[src/rtl/fifo_conteo.sv]
// Synchronous FIFO with registered read data, occupancy flags, a sticky error bit
// and a one-cycle accepted-write strobe (push_ok) for the downstream push counter.
module fifo_conteo #(
  parameter int DATA_WIDTH = 6,
  parameter int ADDR_WIDTH = 3,
  parameter int AF_TH      = 6,
  parameter int AE_TH      = 2
) (
  input  logic                  clk,
  input  logic                  reset_L,
  input  logic                  push,
  input  logic [DATA_WIDTH-1:0] data_in,
  input  logic                  pop,
  output logic [DATA_WIDTH-1:0] data_out,
  output logic                  valid_out,
  output logic                  push_ok,
  output logic                  full,
  output logic                  empty,
  output logic                  almost_full,
  output logic                  almost_empty,
  output logic [ADDR_WIDTH:0]   ocupacion,
  output logic                  error
);

  localparam int DEPTH = 1 << ADDR_WIDTH;
  localparam logic [ADDR_WIDTH:0]   DEPTH_V = (ADDR_WIDTH+1)'(DEPTH);
  localparam logic [ADDR_WIDTH:0]   AF_V    = (ADDR_WIDTH+1)'(AF_TH);
  localparam logic [ADDR_WIDTH:0]   AE_V    = (ADDR_WIDTH+1)'(AE_TH);
  localparam logic [ADDR_WIDTH:0]   OCC_ONE = (ADDR_WIDTH+1)'(1);
  localparam logic [ADDR_WIDTH-1:0] PTR_ONE = ADDR_WIDTH'(1);

  logic [DATA_WIDTH-1:0] mem_q [DEPTH];
  logic [ADDR_WIDTH-1:0] wr_ptr_q, wr_ptr_d;
  logic [ADDR_WIDTH-1:0] rd_ptr_q, rd_ptr_d;
  logic [ADDR_WIDTH:0]   occ_q, occ_d;
  logic [DATA_WIDTH-1:0] data_out_q, data_out_d;
  logic                  valid_q, valid_d;
  logic                  push_ok_q, push_ok_d;
  logic                  error_q, error_d;
  logic                  write_acc, read_acc;

  assign full         = (occ_q == DEPTH_V);
  assign empty        = (occ_q == '0);
  assign almost_full  = (occ_q >= AF_V);
  assign almost_empty = (occ_q <= AE_V);

  // A pop frees a slot in the same edge, so a full FIFO still accepts push+pop.
  assign write_acc = push & (~full | pop);
  assign read_acc  = pop & ~empty;

  always_comb begin
    wr_ptr_d   = wr_ptr_q;
    rd_ptr_d   = rd_ptr_q;
    occ_d      = occ_q;
    data_out_d = data_out_q;
    valid_d    = read_acc;
    push_ok_d  = write_acc;
    error_d    = error_q | (push & full & ~pop) | (pop & empty);
    if (write_acc) begin
      wr_ptr_d = wr_ptr_q + PTR_ONE;
    end
    if (read_acc) begin
      rd_ptr_d   = rd_ptr_q + PTR_ONE;
      data_out_d = mem_q[rd_ptr_q];
    end
    case ({write_acc, read_acc})
      2'b10:   occ_d = occ_q + OCC_ONE;
      2'b01:   occ_d = occ_q - OCC_ONE;
      default: occ_d = occ_q;
    endcase
  end

  always_ff @(posedge clk or negedge reset_L) begin
    if (!reset_L) begin
      wr_ptr_q   <= '0;
      rd_ptr_q   <= '0;
      occ_q      <= '0;
      data_out_q <= '0;
      valid_q    <= 1'b0;
      push_ok_q  <= 1'b0;
      error_q    <= 1'b0;
    end else begin
      wr_ptr_q   <= wr_ptr_d;
      rd_ptr_q   <= rd_ptr_d;
      occ_q      <= occ_d;
      data_out_q <= data_out_d;
      valid_q    <= valid_d;
      push_ok_q  <= push_ok_d;
      error_q    <= error_d;
    end
  end

  // Storage is deliberately not reset; the pointers alone define what is valid.
  always_ff @(posedge clk) begin
    if (write_acc) begin
      mem_q[wr_ptr_q] <= data_in;
    end
  end

  assign data_out  = data_out_q;
  assign valid_out = valid_q;
  assign push_ok   = push_ok_q;
  assign ocupacion = occ_q;
  assign error     = error_q;

endmodule
[config.mk]
export PLATFORM = sky130hd
export DESIGN_NAME = fifo_conteo
export DESIGN_NICKNAME = d
export VERILOG_FILES = /design/src/rtl/fifo_conteo.sv
export SDC_FILE = /design/constraint.sdc
export NUM_CORES = 1
export LEC_CHECK = 0
export CORE_ASPECT_RATIO = 0.6
export CORE_MARGIN = 2
export CORE_UTILIZATION = 60
export CTS_CLUSTER_SIZE = 14
export DETAILED_ROUTE_END_ITERATION = 10
export PLACE_DENSITY_LB_ADDON = 0.08
export SYNTH_ARGS = -nofsm -noshare
export SYNTH_HDL_FRONTEND = slang
export SYNTH_SLANG_ARGS = --single-unit
[constraint.sdc]
create_clock -name clk -period 3.75 [get_ports clk]
set_clock_uncertainty 0.1 [all_clocks]
set_input_delay 0.75 -clock clk [delete_from_list [all_inputs] [get_ports clk]]
set_output_delay 0.75 -clock clk [all_outputs]
set_load 0.005 [all_outputs]
==> results.md <==
- Outcome: complete, no violations
- Routed length per placed instance: 17.95 µm
- Max Cap Viol: 0
- H-tree levels: 3
- CTS tree: yes
- Cts repair resizes: 0
- Post-route minimum period: 2.799 ns
- Setup bufs post-CTS: 0
- Critical path type: reg -> reg
- Hold buffers post-CTS: 0
- Drc violations: 0
- Total vias in the final route: about 1600
- Crit path required time: 3.86 ns
- Initial antenna violation count: 0
- Yosys warns: 0
- Maximum buffer depth of the clock tree: 2
- Layout area overhead: 18.12%
- Worst Path Arrival: between 2 and 3 ns
- Gr usage total: between 20% and 30%
- Final Util: ~73%
- Inserted Clock Buffers: 9
- RSZ-0062 raised after global routing: false
- Cells after Synth: 184
- Die X-Extent: slightly above 90 µm
- Synth Cell Area: ~2800 µm²
- Worst-path fanout max: 15
- Clk_lat worst skew: approximately 0.33 ns
- Setup ws final: around 0.95 ns
- Largest net degree at the start of global routing: 23
- Port Buf Inserts: 26
- Vias per cell: around 5.6
- Sequential area share after synthesis: approximately 68%
- Die area: around 5300 µm²
- I/O Pins: 27
- Post-DP HPWL: about 3600 µm
- Placer Congestion: ~0.76
- Seq cells post-synth: between 60 and 70
- Detail Route Antenna Nets: 0
- Avg Cell Area, Syn: approximately 15 µm²
- Final setup violation count: 0
- First-pass DRT Iterations: 7
- Num rows: 19
- Final Hold Fails: 0
- Via count of the first global-routing pass: roughly 1600
- # clock sinks: 67
- Die height: ~57 µm
- Worst-Margin Slew: 1.024 ns
- CORE AREA: 4541 µm²
- FMAX: about 360 MHz
- Net Count, Synth: 199
- Antenna diodes: 0
- GRT overflow: 0
- CTS root buf: clkbuf_8
- Pwr/cell area: approximately 780 nW/µm²
- Worst Hold Class: reg -> reg
- Fin Setup TNS: 0 ns
- Synth unique cells: 30
- Pwr Total: 2594 µW
- VDD IR-drop max: roughly 0.44 mV
- Initial Util: 61.75%
- Pleak: ~0.0012 µW
- Share of cells above drive strength 1: approximately 14%
- Reg clk slew, reported paths: roughly 0.080 ns
- Critical path launch point type: flip-flop
- First-pass GRT wire length: 8349 µm
- CP endpoint kind: flip-flop
- Final Cycle Share: between 70% and 80%
- Sequential cell area: ~1900 µm²
- Fillers: a little under 300
- Footprint of the multi-input gates: 809.5 µm²
- Initial DRC count: 120
- Post-Route WL: around 5200 µm
- Max_slew headroom: between 30% and 40%
- Place WS: 0.6780 ns
- Max Transition Viols Final: 0
- Final nets: approximately 230
[layer usage]
layer  GRT usage (%)  vias up  routed length [µm]
met5               0        -                   0
met4           7.036        0                  47
met3           7.133        7                 283
met2           33.51       44                2382
met1           31.67      806                2438
li1                -      756                   -
[metrics by stage]
step	hold WS [ns]	cell area, µm²	cells
floorplan	0.3544	2804	184
global route	0.4277	3312	287
CTS	0.3979	3312	287
detailed placement	0.3786	3095	271
global placement	0.3570	3095	271
finish	0.3854	3312	287
[critical path: stages, from the launching register on]
cell	delay, ns
dfrtp_1	0.48
or3_4	0.45
o21ai_4	0.35
inv_2	0.13
ha_1	0.28
xor2_1	0.17
ha_1	0.19
a21oi_1	0.15
xor2_1	0.17
nor2_1	0.07
xor2_1	0.15
[registers in the layout, indices dropped and copies added, names as in the netlist]
| register | flops |
|---|---|
| data_out | 6 |
| error | 1 |
| mem_q | 48 |
| ocupacion | 4 |
| push_ok | 1 |
| rd_ptr_q | 3 |
| valid_out | 1 |
| wr_ptr_q | 3 |
[power breakdown]
part / switching [µW] / total, µW / internal [µW]
clock network: 270 / 641 / 371
registers: 189 / 1150 / 962
logic: 358 / 802 / 443
[synthesized netlist by cell type]
library cell / instances / area, µm²
o21ai_0: 1 / 5.000
xnor2_1: 5 / 43.79
nand2b_1: 6 / 37.54
o21ai_4: 1 / 16.27
ha_1: 5 / 62.56
mux2_2: 7 / 78.83
buf_4: 1 / 7.510
a221o_1: 6 / 60.06
nor3b_1: 1 / 7.510
edfxtp_1: 48 / 1441
inv_2: 2 / 7.510
nor2b_1: 3 / 18.77
buf_12: 2 / 40.04
or3_4: 1 / 11.26
dfrtp_1: 19 / 475.5
nor4bb_1: 1 / 10.01
o22ai_1: 7 / 43.79
mux2_1: 6 / 67.56
nor3_1: 3 / 15.01
nor2_1: 9 / 33.78
o21ai_1: 6 / 30.03
and2_1: 1 / 6.260
xor2_1: 3 / 26.28
a21bo_2: 1 / 10.01
a211oi_1: 1 / 7.510
buf_6: 2 / 22.52
a21oi_1: 3 / 15.01
o21bai_1: 1 / 7.510
mux2i_1: 12 / 120.1
nand2_1: 20 / 75.07
[final timing paths]
check / startpoint / to / slack, ns / depth (start not counted)
min reg2reg: error / error / 0.39 / 1
max: ocupacion[0] / ocupacion[2] / 0.95 / 10
max reg2reg: ocupacion[0] / ocupacion[2] / 0.95 / 10
max in group asynchronous: reset_L / error / 2.18 / 1
min in group asynchronous: reset_L / ocupacion[2] / 0.82 / 1
min: error / error / 0.39 / 1
[layout make-up]
type / instances / area share (%)
repair buffers: 29 / 8.538
inverters: 2 / 0.2267
multi-input cells: 110 / 24.44
well taps: 63 / 2.380
clock inverters: 7 / 2.796
clock buffers: 9 / 3.740
flip-flops and latches: 67 / 57.88
[cells by family (layout without fill, tap and decap cells)]
| kind of cell | count (synthesis) | count (layout) | synth area share [%] |
|---|---|---|---|
| flip-flops | 67 | 67 | 68.36 |
| adder cells (fa/ha/maj) | 5 | 5 | 2.231 |
| multiplexers | 25 | 25 | 9.505 |
| AND/OR/NAND/NOR | 45 | 45 | 7.675 |
| AO/OA/AOI/OAI | 27 | 27 | 6.961 |
| XOR/XNOR | 8 | 8 | 2.499 |
| buffers and inverters | 7 | 47 | 2.767 |
[layout by cell type (no fill, tap or decap), types with 2 or more instances in the layout]
cell / Yosys / final
edfxtp_1: 48 / 48
clkdlybuf4s50_1: 0 / 26
nand2_1: 20 / 20
dfrtp_1: 19 / 19
mux2i_1: 12 / 12
nor2_1: 9 / 9
clkbuf_8: 0 / 9
mux2_2: 7 / 7
o22ai_1: 7 / 7
nand2b_1: 6 / 6
mux2_1: 6 / 6
a221o_1: 6 / 6
o21ai_1: 6 / 6
xnor2_1: 5 / 5
ha_1: 5 / 5
nor3_1: 3 / 3
nor2b_1: 3 / 3
a21oi_1: 3 / 3
xor2_1: 3 / 3
clkinvlp_4: 0 / 3
buf_4: 1 / 3
inv_2: 2 / 2
clkinv_2: 0 / 2
bufinv_16: 0 / 2
Note: power is estimated with default switching activity, not from simulation.
==> edit: new RTL, same settings <==
Set the parameter `DATA_WIDTH` to 8 (it was 6).
--- a/src/rtl/fifo_conteo.sv
+++ b/src/rtl/fifo_conteo.sv
@@ -1,7 +1,7 @@
 // Synchronous FIFO with registered read data, occupancy flags, a sticky error bit
 // and a one-cycle accepted-write strobe (push_ok) for the downstream push counter.
 module fifo_conteo #(
-  parameter int DATA_WIDTH = 6,
+  parameter int DATA_WIDTH = 8,
   parameter int ADDR_WIDTH = 3,
   parameter int AF_TH      = 6,
   parameter int AE_TH      = 2
Ports: changed (resized data_in and data_out); port bits go from 27 to 31. No check against the original RTL was run, so the function may have changed too.
==> edit against the original RTL <==
- design area is 22% higher
- count of clock-buffer cells in the layout is 1 higher
- sequential share of layout area is 2.7 points higher
- total power is 18% higher
- maximum frequency is 1.4% lower
- worst setup slack worse by 0.038 ns
- wire length is 30% higher
- synthesized area is 24% higher
- sequential cell count is 18 higher
- synthesized cell count is 21% higher
- global-route usage is 0.72 points higher
- largest cell class unchanged
- largest power group unchanged
==> edit: results (changes against the original RTL) <==
- Status: completed
- DR WL/cell: 19.5 um (+8.9%)
- Initial DRC count: 179 (+49%)
- Synth Area in Adders: 0.0180 (-0.00435)
- Worst Path Max Fanout: 19 (+4)
- Vias in the first global route: 1776 (+11%)
- Layout fillers: 384 (+32%)
- GRT Total Usage: 0.229 (+0.00722)
- Post-synthesis cell type count: 33 (+10%)
- Max-slew headroom: 0.373 (+0.0554)
- DP HPWL: 4660 um (+28%)
- Net count, final: 274 (+17%)
- Register area share after synthesis: 0.703 (+0.0190)
- Peak supply drop: 0.480 mV (+8.7%)
- Multiplexer area fraction after synthesis: 0.101 (+0.00589)
- Compound-gate portion of the synthesized area: 0.0693 (-0.000287)
- Synth area leaders: edfxtp_1 (55%), dfrtp_1 (15%), mux2_2 (5.5%)
- Top cells by count, synth: edfxtp_1 (64), nand2_1 (22), dfrtp_1 (21)
- RePlAce Congestion: 0.791 (+3.6%)
- Max FFs per register: 64 (+33%)
- Largest net degree at the start of global routing: 35 (+52%)
- Drt pass-1 iters: 4 (-3)
- Synth Area in XOR/XNOR: 0.0201 (-0.00487)
- First-pass GRT wire length: 10100 um (+21%)
- Post-synth EDFFs: 64 (+33%)
-- edit: cell count changes after synthesis, sizes merged --
cell and change:
edfxtp +16, buf +4, mux2 +4, mux2i +4, a221o +2, dfrtp +2
nand2 +2, o21ai +2, o22ai +2
-- edit: path summary, 6_finish.rpt --
path / start / to / slack [ns] / cells after the start
max in group asynchronous: reset_L / push_ok / 2.16 / 1
hold / removal: error / error / 0.39 / 1
min in group asynchronous: reset_L / data_out[4] / 0.82 / 1
hold reg to reg: error / error / 0.39 / 1
setup / recovery: ocupacion[1] / ocupacion[2] / 0.91 / 10
setup reg to reg: ocupacion[1] / ocupacion[2] / 0.91 / 10
-- edit: area by class of cell --
cell class,instances,area [um2],share of cell area
repair buffers,33,323,0.0799
inverters,2,7.51,0.00186
clock buffers,10,128,0.0316
flip-flops and latches,85,2450,0.606
well taps,80,100,0.0248
multi-input cells,126,948,0.235
clock inverters,6,87.6,0.0217
-- edit: cell families after synthesis --
group	Yosys count
flip-flops	85
buffers and inverters	11
AND/OR/NAND/NOR	47
XOR/XNOR	8
AO/OA/AOI/OAI	33
multiplexers	33
adder cells (fa/ha/maj)	5
-- edit: per-stage QoR --
| stage | setup slack (ns) | std cells | total power, mW | instance area [um2] |
|---|---|---|---|---|
| after floorplan | 1.25 | 222 | 2.05 | 3480 |
| after global placement | 0.784 | 326 | 2.39 | 3830 |
| after detailed placement | 0.738 | 326 | 2.40 | 3830 |
| after CTS | 0.928 | 342 | 3.07 | 4040 |
| after global routing | 0.730 | 342 | 3.23 | 4040 |
| final | 0.913 | 342 | 3.06 | 4040 |
-- edit: critical path: stages (launching register included) --
cell,delay (ns)
dfrtp_1,0.49
or3_4,0.44
o21ai_4,0.42
inv_2,0.14
ha_1,0.28
xor2_1,0.16
ha_1,0.19
a21oi_1,0.14
xor2_1,0.15
nor2_1,0.06
xor2_1,0.14
-- edit: where the power goes --
group          internal [mW]  total (mW)  switching (mW)
registers               1.22        1.36           0.149
clock network          0.374       0.679           0.305
logic                  0.523        1.02           0.493
total                   2.11        3.06           0.947
-- edit: routing by layer --
metal | global-route usage | wire [um] | part of all wire | vias up
met5 | 0 | 0 | 0 | -
met4 | 0.0700 | 57 | 0.0085 | 0
met3 | 0.0604 | 485 | 0.073 | 5
met2 | 0.272 | 2640 | 0.39 | 65
met1 | 0.402 | 3500 | 0.52 | 932
li1 | - | - | - | 910
